$ cat src/rtl/cordic_pkg.sv
// Shared angle constants, fold/mode encodings and angle scaling helper for the CORDIC pre-processor.
// Angles are signed Q3.29 at the 32-bit reference width.
package cordic_pkg;

  // pi is defined as exactly 2*(pi/2) so the +/-pi and +/-pi/2 folds undo each other without residue
  localparam logic signed [31:0] ANG_PI_2 = 32'sd843314856;
  localparam logic signed [31:0] ANG_PI   = 32'sd1686629712;

  typedef enum logic [1:0] {
    FOLD_NONE = 2'b00,
    FOLD_PPI  = 2'b01,
    FOLD_MPI  = 2'b10,
    FOLD_HPI  = 2'b11
  } fold_e;

  typedef enum logic {
    MODE_ROT = 1'b0,
    MODE_VEC = 1'b1
  } mode_e;

  // Rescale a Q3.29 reference constant to a Q3.(w-3) angle of width w
  function automatic logic signed [63:0] ang_scale(input logic signed [31:0] a, input int w);
    logic signed [63:0] v;
    v = 64'(a);
    if (w >= 32) ang_scale = v <<< (w - 32);
    else         ang_scale = v >>> (32 - w);
  endfunction

endpackage

$ cat src/rtl/cordic_preproc_hs_if.sv
// Input/output beat bundle for the CORDIC pre-processor; slave = the block, master = its environment.
// Both handshakes use valid/ready; output fields are meaningful while m_valid is high.
interface cordic_preproc_hs_if #(
  parameter int XY_W    = 16,
  parameter int XYI     = 19,
  parameter int ANGLE_W = 32,
  parameter int TAG_W   = 4
);
  logic                      s_valid;
  logic                      s_ready;
  logic                      mode;
  logic signed [XY_W-1:0]    x_in;
  logic signed [XY_W-1:0]    y_in;
  logic signed [ANGLE_W-1:0] z_in;
  logic [TAG_W-1:0]          tag_in;
  logic                      m_valid;
  logic                      m_ready;
  logic signed [XYI:0]       x0;
  logic signed [XYI:0]       y0;
  logic signed [ANGLE_W-1:0] z0;
  logic [1:0]                fold;
  logic                      mode_out;
  logic [TAG_W-1:0]          tag_out;
  logic                      range_err;

  modport master (
    output s_valid, mode, x_in, y_in, z_in, tag_in, m_ready,
    input  s_ready, m_valid, x0, y0, z0, fold, mode_out, tag_out, range_err
  );

  modport slave (
    input  s_valid, mode, x_in, y_in, z_in, tag_in, m_ready,
    output s_ready, m_valid, x0, y0, z0, fold, mode_out, tag_out, range_err
  );
endinterface

$ cat src/rtl/cordic_hs_stage.sv
// One valid/ready register slice; latency 1, full throughput, data held stable while stalled.
// in_ready = rst_n & ce & (!out_valid | out_ready), so ready depends combinationally on out_ready.
module cordic_hs_stage #(
  parameter int W = 8
) (
  input  logic         clk,
  input  logic         rst_n,
  input  logic         ce,
  input  logic         in_valid,
  output logic         in_ready,
  input  logic [W-1:0] in_data,
  output logic         out_valid,
  input  logic         out_ready,
  output logic [W-1:0] out_data
);

  assign in_ready = rst_n & ce & (~out_valid | out_ready);

  always_ff @(posedge clk) begin
    if (!rst_n) begin
      out_valid <= 1'b0;
      out_data  <= '0;
    end else if (in_ready) begin
      out_valid <= in_valid;
      if (in_valid) out_data <= in_data;
    end
  end

endmodule

$ cat src/rtl/cordic_preproc_hs.sv
// Folds rotation angles / vectoring vectors into [-pi/2, pi/2] ahead of the CORDIC iterations.
// Latency 1 (IN_REG=0) or 2 (IN_REG=1), 1 beat/cycle; s_ready follows m_ready combinationally, ce=0 freezes.
module cordic_preproc_hs
  import cordic_pkg::*;
#(
  parameter int XY_W    = 16,
  parameter int XYI     = 19,
  parameter int ANGLE_W = 32,
  parameter int TAG_W   = 4,
  parameter bit IN_REG  = 1'b0
) (
  input logic              clk,
  input logic              rst_n,
  input logic              ce,
  cordic_preproc_hs_if.slave bus
);

  localparam logic signed [ANGLE_W-1:0] PI_W  = ANGLE_W'(ang_scale(ANG_PI, ANGLE_W));
  localparam logic signed [ANGLE_W-1:0] PI2_W = ANGLE_W'(ang_scale(ANG_PI_2, ANGLE_W));

  typedef struct packed {
    mode_e                     mode;
    logic signed [XY_W-1:0]    x;
    logic signed [XY_W-1:0]    y;
    logic signed [ANGLE_W-1:0] z;
    logic [TAG_W-1:0]          tag;
  } in_beat_t;

  typedef struct packed {
    logic signed [XYI:0]       x0;
    logic signed [XYI:0]       y0;
    logic signed [ANGLE_W-1:0] z0;
    fold_e                     fold;
    mode_e                     mode;
    logic [TAG_W-1:0]          tag;
    logic                      range_err;
  } out_beat_t;

  in_beat_t            s_beat;
  in_beat_t            f_beat;
  out_beat_t           f_out;
  out_beat_t           o_beat;
  logic                f_valid;
  logic                f_ready;
  logic signed [XYI:0] xe;
  logic signed [XYI:0] ye;

  assign s_beat = '{mode: mode_e'(bus.mode), x: bus.x_in, y: bus.y_in, z: bus.z_in, tag: bus.tag_in};

  generate
    if (IN_REG) begin : g_in_reg
      cordic_hs_stage #(.W($bits(in_beat_t))) u_in_stage (
        .clk       (clk),
        .rst_n     (rst_n),
        .ce        (ce),
        .in_valid  (bus.s_valid),
        .in_ready  (bus.s_ready),
        .in_data   (s_beat),
        .out_valid (f_valid),
        .out_ready (f_ready),
        .out_data  (f_beat)
      );
    end else begin : g_no_in_reg
      assign f_valid     = bus.s_valid;
      assign bus.s_ready = f_ready;
      assign f_beat      = s_beat;
    end
  endgenerate

  // One guard bit above XY_W makes negating the most negative input exact
  assign xe = {{(XYI + 1 - XY_W){f_beat.x[XY_W-1]}}, f_beat.x};
  assign ye = {{(XYI + 1 - XY_W){f_beat.y[XY_W-1]}}, f_beat.y};

  always_comb begin
    f_out.x0        = xe;
    f_out.y0        = ye;
    f_out.z0        = f_beat.z;
    f_out.fold      = FOLD_NONE;
    f_out.mode      = f_beat.mode;
    f_out.tag       = f_beat.tag;
    f_out.range_err = 1'b0;
    if (f_beat.mode == MODE_ROT) begin
      if (f_beat.z > PI_W || f_beat.z < -PI_W) begin
        f_out.range_err = 1'b1;
      end else if (f_beat.z > PI2_W) begin
        f_out.z0   = f_beat.z - PI_W;
        f_out.x0   = -xe;
        f_out.y0   = -ye;
        f_out.fold = FOLD_MPI;
      end else if (f_beat.z < -PI2_W) begin
        f_out.z0   = f_beat.z + PI_W;
        f_out.x0   = -xe;
        f_out.y0   = -ye;
        f_out.fold = FOLD_PPI;
      end
    end else begin
      f_out.z0 = '0;
      if (xe == '0) begin
        // Vector on the y axis: rotate by -/+pi/2 onto +x
        f_out.x0   = ye[XYI] ? -ye : ye;
        f_out.y0   = '0;
        f_out.z0   = ye[XYI] ? -PI2_W : PI2_W;
        f_out.fold = FOLD_HPI;
      end else if (xe[XYI]) begin
        f_out.x0   = -xe;
        f_out.y0   = -ye;
        f_out.z0   = ye[XYI] ? -PI_W : PI_W;
        f_out.fold = ye[XYI] ? FOLD_MPI : FOLD_PPI;
      end
    end
  end

  cordic_hs_stage #(.W($bits(out_beat_t))) u_out_stage (
    .clk       (clk),
    .rst_n     (rst_n),
    .ce        (ce),
    .in_valid  (f_valid),
    .in_ready  (f_ready),
    .in_data   (f_out),
    .out_valid (bus.m_valid),
    .out_ready (bus.m_ready),
    .out_data  (o_beat)
  );

  assign bus.x0        = o_beat.x0;
  assign bus.y0        = o_beat.y0;
  assign bus.z0        = o_beat.z0;
  assign bus.fold      = o_beat.fold;
  assign bus.mode_out  = o_beat.mode;
  assign bus.tag_out   = o_beat.tag;
  assign bus.range_err = o_beat.range_err;

endmodule

$ cat src/flat_wrapper.sv
// flat-port wrapper written by rule: the top's interface ports become plain ports
module cordic_preproc_hs_flat import cordic_pkg::*;
#(
  parameter int XY_W    = 16,
  parameter int XYI     = 19,
  parameter int ANGLE_W = 32,
  parameter int TAG_W   = 4,
  parameter bit IN_REG  = 1'b0
)
  (clk, rst_n, ce, bus_s_valid, bus_mode, bus_x_in, bus_y_in, bus_z_in, bus_tag_in, bus_m_ready, bus_s_ready, bus_m_valid, bus_x0, bus_y0, bus_z0, bus_fold, bus_mode_out, bus_tag_out, bus_range_err);
  cordic_preproc_hs_if #(.XY_W(XY_W), .XYI(XYI), .ANGLE_W(ANGLE_W), .TAG_W(TAG_W)) bus_i ();
  input logic clk;
  input logic rst_n;
  input logic ce;
  input wire logic [$bits(bus_i.s_valid)-1:0] bus_s_valid;
  input wire logic [$bits(bus_i.mode)-1:0] bus_mode;
  input wire logic [$bits(bus_i.x_in)-1:0] bus_x_in;
  input wire logic [$bits(bus_i.y_in)-1:0] bus_y_in;
  input wire logic [$bits(bus_i.z_in)-1:0] bus_z_in;
  input wire logic [$bits(bus_i.tag_in)-1:0] bus_tag_in;
  input wire logic [$bits(bus_i.m_ready)-1:0] bus_m_ready;
  output wire logic [$bits(bus_i.s_ready)-1:0] bus_s_ready;
  output wire logic [$bits(bus_i.m_valid)-1:0] bus_m_valid;
  output wire logic [$bits(bus_i.x0)-1:0] bus_x0;
  output wire logic [$bits(bus_i.y0)-1:0] bus_y0;
  output wire logic [$bits(bus_i.z0)-1:0] bus_z0;
  output wire logic [$bits(bus_i.fold)-1:0] bus_fold;
  output wire logic [$bits(bus_i.mode_out)-1:0] bus_mode_out;
  output wire logic [$bits(bus_i.tag_out)-1:0] bus_tag_out;
  output wire logic [$bits(bus_i.range_err)-1:0] bus_range_err;
  assign bus_i.s_valid = bus_s_valid;
  assign bus_i.mode = bus_mode;
  assign bus_i.x_in = bus_x_in;
  assign bus_i.y_in = bus_y_in;
  assign bus_i.z_in = bus_z_in;
  assign bus_i.tag_in = bus_tag_in;
  assign bus_i.m_ready = bus_m_ready;
  assign bus_s_ready = bus_i.s_ready;
  assign bus_m_valid = bus_i.m_valid;
  assign bus_x0 = bus_i.x0;
  assign bus_y0 = bus_i.y0;
  assign bus_z0 = bus_i.z0;
  assign bus_fold = bus_i.fold;
  assign bus_mode_out = bus_i.mode_out;
  assign bus_tag_out = bus_i.tag_out;
  assign bus_range_err = bus_i.range_err;
  cordic_preproc_hs #(.XY_W(XY_W), .XYI(XYI), .ANGLE_W(ANGLE_W), .TAG_W(TAG_W), .IN_REG(IN_REG)) u_core (.clk(clk), .rst_n(rst_n), .ce(ce), .bus(bus_i));
endmodule
$ cat config.mk
export PLATFORM = sky130hd
export DESIGN_NAME = cordic_preproc_hs_flat
export DESIGN_NICKNAME = d
export VERILOG_FILES = /design/src/rtl/cordic_pkg.sv /design/src/rtl/cordic_preproc_hs_if.sv /design/src/rtl/cordic_hs_stage.sv /design/src/rtl/cordic_preproc_hs.sv /design/src/flat_wrapper.sv
export SDC_FILE = /design/constraint.sdc
export NUM_CORES = 1
export LEC_CHECK = 0
export ABC_AREA = 1
export BUFFER_PORTS_ARGS = -buffer_cell sky130_fd_sc_hd__buf_2
export CAP_MARGIN = 15
export CORE_MARGIN = 2
export CORE_UTILIZATION = 55
export DETAILED_ROUTE_END_ITERATION = 12
export PLACE_DENSITY = 0.82
export SYNTH_ARGS = -nofsm -noshare
export SYNTH_HDL_FRONTEND = slang
export SYNTH_SLANG_ARGS = --single-unit
$ cat constraint.sdc
create_clock -name clk -period 4.1 [get_ports clk]
set_input_delay 0.205 -clock clk [delete_from_list [all_inputs] [get_ports clk]]
set_output_delay 0.205 -clock clk [all_outputs]
set_load 0.05 [all_outputs]
==> results.json, run 1 <==
{
  "die-area_sq_um": 15900,
  "ir_drop_mv": 0.221,
  "fin_setup_tns_ns": 0,
  "syn_area_sq_um": 8200,
  "drive_above_1_share": 0.139,
  "clock_latency_ns": 0.35,
  "syn2layout_area_growth_pct": 12.4,
  "cts_sinks": 81,
  "setup-violations-final": 0,
  "antenna_found_initial": 0,
  "min_period_ns": 3.74,
  "via_count": 10500,
  "cts_resized": 0,
  "synth-seq-cells": 81,
  "maxCapViolCount": 0,
  "grt_pass1_vias": 9165,
  "relSlewSlack": 0.382,
  "core_area_sq_um": 14500,
  "dpl_cell_area_sq_um": 8860,
  "postCtsHoldBufs": 0,
  "synthFlopType": "dfxtp_1",
  "start_util": 0.564,
  "worst_clock_skew_ns": 0.00816,
  "crit_path_frequent_cell": "inv_1",
  "avgRoutedWirePerCell_microns": 18.2,
  "finalNetCount": 1647,
  "gp_congestion": 1.04,
  "drv_slew": 0,
  "ys_types": 47,
  "worstPathArrival_ns": 4.00,
  "grt_pass1_wl_mm": 49.6,
  "outcome": "finished, final reports clean",
  "synth_common_cells": "459 x nand2_1, 205 x nand3_1, 137 x nor2_1, 125 x a21oi_1, 112 x inv_1",
  "crit_path_start_kind": "primary input",
  "die_h_microns": 126,
  "crit_path_start": "bus_x_in[1]",
  "ant_nets": 0,
  "cp_cell_sequence": "buf_2, inv_1, ha_1, nand3_1, nor3_1, nand3_1, inv_1, nand3_1, nor4_1, ha_1, inv_1, nor2_1, inv_1, a211oi_1, buf_4, a21oi_1, a21oi_1",
  "cp_slowest_cell": "ha_1",
  "fp.dieW_microns": 126,
  "grt_usage": 0.387,
  "clock.fmax_mhz": 267,
  "avgSynthCellArea_sq_um": 5.62,
  "synth_top_area_share": 0.210,
  "min_period_over_period": 0.913,
  "grt_setup_unrepaired": "false",
  "cts_tree": "built",
  "synth_edf_count": 0,
  "numCtsBuffers": 9,
  "crit_buf_inv": 6,
  "yosys_warnings": 0,
  "yosysSeqAreaShare": 0.198,
  "finalWorstSetupSlack_ns": 0.358,
  "via_per_inst": 6.04,
  "synth_nets": 1550,
  "hp-class": "primary input to register",
  "overflow": 0,
  "cts-root-buf": "clkbuf_16",
  "numPortBuffers": 155,
  "first_iter_violations": 1468,
  "drt-pass1-iter-count": 6,
  "slowest_delay_ns": 0.44,
  "grt_start_max_net_pins": 73,
  "drcViolationCount": 0,
  "io_pins": 156,
  "synth_top_area_cell": "nand2_1",
  "cp-end-kind": "register",
  "antennaDiodeCount": 0,
  "crit_family": "simple AND/OR/NAND/NOR gates",
  "yosys-top-cells-area": "nand2_1 21%, dfxtp_1 20%, nand3_1 13%",
  "worstHoldStart": "bus_tag_in[1]",
  "dp_slack_ns": 0.121,
  "clockBufferDepth": 2,
  "cts_setup_buffers": 0,
  "hpwl_mm": 23.5,
  "power_density_nw_per_um2": 291,
  "fillCellCount": 1479,
  "worstSetupPathType": "primary input to register",
  "clk_transition_reported_paths_ns": 0.06,
  "yosysMostFrequentCell": "nand2_1",
  "worst_slew_pin_slew_ns": 0.924,
  "critPathRequiredTime_ns": 4.36,
  "h-tree-depth": 3,
  "async_reset_ff_frac": 0,
  "holdWs_ns": 0.0623,
  "final_hold_viol_count": 0,
  "drt-total-wl_mm": 31.8,
  "path_max_fanout": 12,
  "p_leak_nw": 4.53,
  "fp-row-count": 44,
  "synth_cells": 1459,
  "rr_startpoint": "u_core.u_out_stage.out_valid$_SDFFE_PN0P_",
  "fin_area_sq_um": 9220
}
## placed cells by master (no fill, tap or decap), types with 7 or more instances in the layout
cell type / netlist / final
nand2_1: 459 / 458
nand3_1: 205 / 205
buf_2: 28 / 155
nor2_1: 137 / 136
a21oi_1: 125 / 125
inv_1: 112 / 112
dfxtp_1: 81 / 81
o21ai_0: 47 / 47
a21boi_1: 23 / 23
xor2_1: 21 / 21
nor3_1: 20 / 20
o22ai_1: 18 / 18
ha_1: 17 / 17
nand4_1: 14 / 14
nand3b_1: 13 / 13
inv_2: 11 / 11
buf_4: 3 / 10
a21boi_0: 9 / 9
clkbuf_16: 0 / 9
a22oi_1: 7 / 7
## stage by stage
stage	total power, mW	instances	utilization
5_1_grt	2.79	1745	0.634
4_1_cts	2.65	1744	0.634
2_1_floorplan	1.49	1459	-
3_3_place_gp	1.70	1728	0.610
6_report	2.68	1745	0.634
3_5_place_dp	1.71	1728	0.610
## flip-flops by register name, indices dropped and copies added, names as in the netlist
register / flops
u_core.u_out_stage.out_valid: 1
u_core.u_out_stage.out_data: 80
## per-layer routing
layer  vias to the layer above  wire length, microns  GRT usage
li1                       5019                     -          -
met1                      4733                 13600      0.573
met2                       739                 13100      0.567
met3                        54                  4520     0.0922
met4                         0                   610     0.0905
met5                         -                     0          0
## power by group
| group | switching, mW | total [mW] | leakage [nW] | internal (mW) |
|---|---|---|---|---|
| clock | 0.346 | 0.957 | 0.166 | 0.611 |
| sequential | 0.0233 | 0.852 | 0.661 | 0.829 |
| combinational | 0.642 | 0.870 | 3.70 | 0.227 |
## cell families after synthesis
family	after synthesis	synth area share
simple gates	872	0.456
compound gates	259	0.184
buf+inv	207	0.111
flops	81	0.198
xor+xnor	23	0.0246
fa+ha+maj	17	0.0259
## layout make-up
cell class              instances  area, sq um  share of cell area
clock inverters                 5          103              0.0111
multi-input cells            1171         5680               0.616
clock buffers                  11          243              0.0263
well taps                     184          230              0.0250
repair buffers                166          862              0.0935
inverters                     127          478              0.0518
flip-flops and latches         81         1620               0.176
## worst reg2reg max path: cells and delay by family (launching register included)
| kind | cells | cell delay, ns |
|---|---|---|
| buf+inv | 3 | 1.48 |
| compound gates | 3 | 0.71 |
| flops | 1 | 0.34 |
| simple gates | 2 | 0.47 |
## final timing paths
path	to	slack, ns	cells past startpoint
setup / recovery	u_core.u_out_stage.out_data[21]$_SDFFE_PN0P_	0.36	17
hold / removal	u_core.u_out_stage.out_data[2]$_SDFFE_PN0P_	0.06	3
setup reg to reg	u_core.u_out_stage.out_data[11]$_SDFFE_PN0P_	0.96	8
hold reg to reg	u_core.u_out_stage.out_data[0]$_SDFFE_PN0P_	0.46	2
Power figures use the tool's default switching activity.
==> inputs of run 2 (changes only) <==
--- a/config.mk
+++ b/config.mk
@@ -6,12 +6,12 @@
 export NUM_CORES = 1
 export LEC_CHECK = 0
 export ABC_AREA = 1
-export BUFFER_PORTS_ARGS = -buffer_cell sky130_fd_sc_hd__buf_2
 export CAP_MARGIN = 15
 export CORE_MARGIN = 2
 export CORE_UTILIZATION = 55
 export DETAILED_ROUTE_END_ITERATION = 12
-export PLACE_DENSITY = 0.82
+export DONT_BUFFER_PORTS = 1
+export PLACE_DENSITY = 0.73
 export SYNTH_ARGS = -nofsm -noshare
 export SYNTH_HDL_FRONTEND = slang
 export SYNTH_SLANG_ARGS = --single-unit
==> results.json, run 2 (synthesis gave the netlist of run 1 again) <==
{
  "ir_drop_mv": 0.246,
  "clock_latency_ns": 0.35,
  "r2r_setup_slack_ns": 1.24,
  "clockBufferDepth": 2,
  "core_area_sq_um": 14500,
  "r2r_cells": 12,
  "start_util": 0.564,
  "ant_nets": 0,
  "min_period_ns": 3.52,
  "worstHoldStart": "bus_z_in[1]",
  "first_iter_violations": 1285,
  "via_count": 9894,
  "clock.fmax_mhz": 284,
  "io_pins": 156,
  "hp-class": "primary input to register",
  "drt-total-wl_mm": 31.6,
  "total_power_mw": 2.53,
  "min_period_over_period": 0.858,
  "clk_transition_reported_paths_ns": 0.06,
  "h-tree-depth": 3,
  "worst_slew_pin_slew_ns": 0.948,
  "worstPathArrival_ns": 3.79,
  "grt_start_max_net_pins": 73,
  "top_register": "u_core.u_out_stage.out_data",
  "fp-row-count": 44,
  "numPortBuffers": 0,
  "final_util": 0.588,
  "fin_area_sq_um": 8550,
  "drcViolationCount": 0,
  "violations": "hold timing",
  "finalNetCount": 1502,
  "relSlewSlack": 0.366,
  "overflow": 0,
  "grt_pass1_wl_mm": 49.5,
  "drt-pass1-iter-count": 5,
  "crit_path_start": "bus_x_in[1]",
  "cts_setup_buffers": 0,
  "cts_tree": "built",
  "die-area_sq_um": 15900,
  "hpwl_mm": 23.2,
  "crit_path_start_kind": "primary input",
  "cts_sinks": 81,
  "layout_commonest_cell": "nand2_1",
  "dp.cells": 1572,
  "grt_setup_unrepaired": "false",
  "cp-end-kind": "register",
  "endpoint": "u_core.u_out_stage.out_data[19]$_SDFFE_PN0P_",
  "holdWs_ns": -0.00138,
  "path_max_fanout": 10,
  "fin_setup_tns_ns": 0,
  "largest_reg_flops": 80,
  "antennaDiodeCount": 0,
  "final_hold_viol_count": 1,
  "finalNonFillerCells": 1599,
  "power_density_nw_per_um2": 297,
  "dp_slack_ns": 0.165,
  "outcome": "finished with violations",
  "grt_usage": 0.388,
  "syn2layout_area_growth_pct": 4.18,
  "gp_congestion": 1.01,
  "dpl_cell_area_sq_um": 8080,
  "fp.dieW_microns": 126,
  "maxCapViolCount": 0,
  "die_h_microns": 126,
  "drv_slew": 0,
  "cts-root-buf": "clkbuf_16",
  "via_per_inst": 6.19,
  "largest_registers": "u_core.u_out_stage.out_data: 80 flops, u_core.u_out_stage.out_valid: 1 flops",
  "worst_clock_skew_ns": 0.00721,
  "setup-violations-final": 0,
  "avgRoutedWirePerCell_microns": 19.8,
  "rr_startpoint": "u_core.u_out_stage.out_valid$_SDFFE_PN0P_",
  "drive_above_1_share": 0.0438,
  "final_cell_mix": "458 x nand2_1, 205 x nand3_1, 136 x nor2_1",
  "finalWorstSetupSlack_ns": 0.581,
  "critPathRequiredTime_ns": 4.37,
  "numCtsBuffers": 9,
  "min_path_cells": 2,
  "reg2reg_to": "u_core.u_out_stage.out_data[20]$_SDFFE_PN0P_",
  "grt_pass1_vias": 8969,
  "antenna_found_initial": 0,
  "p_leak_nw": 3.85,
  "worstSetupPathType": "primary input to register",
  "fillCellCount": 1525
}
[run 2: cell types whose count changed in the layout (fill, tap and decap cells not counted), sizes merged]
cell,change
dlygate4sd3,+11
inv,+1
buf,-156
clkbuf,-2
[run 2: timing repair]
action / 4_1_cts / 5_1_grt
resized for setup: 0 / 1
hold buffers: 10 / 1
endpoints found under the hold margin: 7 / 1
setup endpoints to repair: 0 / 2
[run 2: area by class of cell]
class                           count  area (sq um)  share of cell area
Inverter                          127           478              0.0559
Clock inverter                      6           115              0.0135
Tap cell                          184           230              0.0269
Clock buffer                        9           225              0.0264
Multi-Input combinational cell   1171          5690               0.665
Sequential cell                    81          1620               0.190
Timing Repair Buffer               21           189              0.0221
[run 2: critical path: stages]
cell     delay [ns]
inv_1          0.09
ha_1           0.21
nand3_1        0.15
nor3_2         0.29
nand3_1        0.15
inv_1          0.19
nand3_1        0.16
nor4_1         0.36
ha_1           0.48
nand2_1        0.37
a21oi_1        0.36
o21ai_1        0.11
nor2_1         0.40
a21oi_1        0.10
a21oi_1        0.17
[run 2: worst min-delay path by stage]
stage / endpoint / slack, ns
floorplan: u_core.u_out_stage.out_data[1]$_SDFFE_PN0P_ / 0.32
global route: u_core.u_out_stage.out_data[9]$_SDFFE_PN0P_ / 0.0005
finish: u_core.u_out_stage.out_data[9]$_SDFFE_PN0P_ / -0.001
CTS: u_core.u_out_stage.out_valid$_SDFFE_PN0P_ / 0.001
detailed placement: u_core.u_out_stage.out_data[4]$_SDFFE_PN0P_ / 0.32
global placement: u_core.u_out_stage.out_data[4]$_SDFFE_PN0P_ / 0.32
[run 2: routing by layer]
layer	GRT usage	up-vias	wire [microns]
met5	0	-	0
met4	0.0840	0	535
met3	0.126	39	4380
met2	0.562	620	13100
met1	0.562	4512	13600
li1	-	4723	-
[run 2: where the power goes]
part / leakage [nW] / switching (mW) / total [mW] / internal [mW]
clock: 0.162 / 0.355 / 0.950 / 0.595
combinational: 3.03 / 0.396 / 0.581 / 0.184
sequential: 0.661 / 0.175 / 1.00 / 0.829
==> inputs of run 3 (changes only) <==
--- a/config.mk
+++ b/config.mk
@@ -8,10 +8,10 @@
 export ABC_AREA = 1
 export CAP_MARGIN = 15
 export CORE_MARGIN = 2
-export CORE_UTILIZATION = 55
+export CORE_UTILIZATION = 51
 export DETAILED_ROUTE_END_ITERATION = 12
 export DONT_BUFFER_PORTS = 1
-export PLACE_DENSITY = 0.73
+export PLACE_DENSITY = 0.69
 export SYNTH_ARGS = -nofsm -noshare
 export SYNTH_HDL_FRONTEND = slang
 export SYNTH_SLANG_ARGS = --single-unit
==> results.json, run 3 (synthesis gave the netlist of run 1 again) <==
{
  "outcome": "finished, final reports clean",
  "fp-row-count": 46,
  "syn2layout_area_growth_pct": 3.84,
  "grt_pass1_wl_mm": 48.6,
  "start_util": 0.518,
  "relSlewSlack": 0.223,
  "antennaDiodeCount": 0,
  "worst_slew_pin_slew_ns": 1.16,
  "hpwl_mm": 24.0,
  "cts_sinks": 81,
  "total_power_mw": 2.39,
  "r2r_setup_slack_ns": 0.46,
  "drt-pass1-iter-count": 7,
  "die_h_microns": 131,
  "cp-end-kind": "register",
  "largest_reg_flops": 80,
  "rr_startpoint": "u_core.u_out_stage.out_valid$_SDFFE_PN0P_",
  "overflow": 0,
  "worstPathArrival_ns": 3.93,
  "worst_clock_skew_ns": 0.0104,
  "dp.cells": 1604,
  "layout_commonest_cell": "nand2_1",
  "die-area_sq_um": 17100,
  "worstSetupPathType": "register to register",
  "drcViolationCount": 0,
  "crit_path_start": "u_core.u_out_stage.out_valid$_SDFFE_PN0P_",
  "min_period_over_period": 0.889,
  "min_period_ns": 3.64,
  "h-tree-depth": 3,
  "drv_slew": 0,
  "avgRoutedWirePerCell_microns": 19.8,
  "dpl_cell_area_sq_um": 8120,
  "via_count": 9836,
  "clock_latency_ns": 0.36,
  "grt_pass1_vias": 8546,
  "clockBufferDepth": 2,
  "final_hold_viol_count": 0,
  "finalNetCount": 1502,
  "numPortBuffers": 0,
  "crit_path_start_kind": "register",
  "cts-root-buf": "clkbuf_16",
  "numCtsBuffers": 9,
  "clk_transition_reported_paths_ns": 0.07,
  "r2r_cells": 7,
  "grt_setup_unrepaired": "false",
  "grt_usage": 0.367,
  "drt-total-wl_mm": 32.4,
  "clock.fmax_mhz": 274,
  "critPathRequiredTime_ns": 4.38,
  "core_area_sq_um": 15800,
  "ant_nets": 0,
  "grt_start_max_net_pins": 73,
  "via_per_inst": 6.03,
  "path_max_fanout": 45,
  "fp.dieW_microns": 131,
  "fin_area_sq_um": 8520,
  "fin_setup_tns_ns": 0,
  "drive_above_1_share": 0.0431,
  "p_leak_nw": 3.82,
  "first_iter_violations": 1236,
  "ir_drop_mv": 0.201,
  "hp-class": "primary input to register",
  "cts_tree": "built",
  "antenna_found_initial": 0,
  "worstHoldStart": "rst_n",
  "min_path_cells": 2,
  "setup-violations-final": 0,
  "fillCellCount": 1734,
  "finalNonFillerCells": 1632,
  "largest_registers": "u_core.u_out_stage.out_data: 80 flops, u_core.u_out_stage.out_valid: 1 flops",
  "top_register": "u_core.u_out_stage.out_data",
  "power_density_nw_per_um2": 280,
  "io_pins": 156,
  "final_cell_mix": "458 x nand2_1, 205 x nand3_1, 136 x nor2_1",
  "maxCapViolCount": 0,
  "gp_congestion": 0.978
}
[run 3: critical path: stages, from the launching register on]
cell,delay (ns)
dfxtp_1,0.49
inv_1,0.11
o21ai_0,0.13
nor2_1,0.81
nand2_4,0.57
nor2_1,1.04
a21boi_0,0.23
a21oi_1,0.18
[run 3: worst paths after layout]
check	endpoint
hold / removal	u_core.u_out_stage.out_data[11]$_SDFFE_PN0P_
setup / recovery	u_core.u_out_stage.out_data[70]$_SDFFE_PN0P_
hold reg to reg	u_core.u_out_stage.out_data[8]$_SDFFE_PN0P_
setup reg to reg	u_core.u_out_stage.out_data[70]$_SDFFE_PN0P_
[run 3: layout make-up]
cell class	instances	area [sq um]	share of cell area
clock buffers	9	225	0.0264
inverters	127	478	0.0561
repair buffers	21	188	0.0220
clock inverters	7	53.8	0.00632
well taps	216	270	0.0317
multi-input cells	1171	5680	0.667
flip-flops and latches	81	1620	0.190
[run 3: report_power, final]
part	switching, mW	total (mW)	internal (mW)
registers	0.175	1.00	0.828
logic	0.403	0.587	0.184
clock network	0.380	0.797	0.417
total	0.958	2.39	1.43
[run 3: through the flow]
stage	hold slack (ns)	setup slack [ns]	utilization
after floorplan	0.316	1.07	-
after global placement	0.319	0.520	0.513
after detailed placement	0.320	0.216	0.513
after CTS	0.00663	0.451	0.538
after global routing	0.0227	0.0781	0.538
final	0.00591	0.456	0.538
[run 3: timing repair]
item                                   4_1_cts  5_1_grt
resized for setup                            0        0
setup buffers                                0        0
endpoints found under the hold margin       10        0
hold buffers                                12        0
[run 3: layer usage]
metal / vias to the layer above / track usage / part of all wire
li1: 4730 / - / -
met2: 582 / 0.535 / 0.41
met5: - / 0 / 0
met3: 46 / 0.0989 / 0.12
met1: 4478 / 0.540 / 0.45
met4: 0 / 0.0807 / 0.018
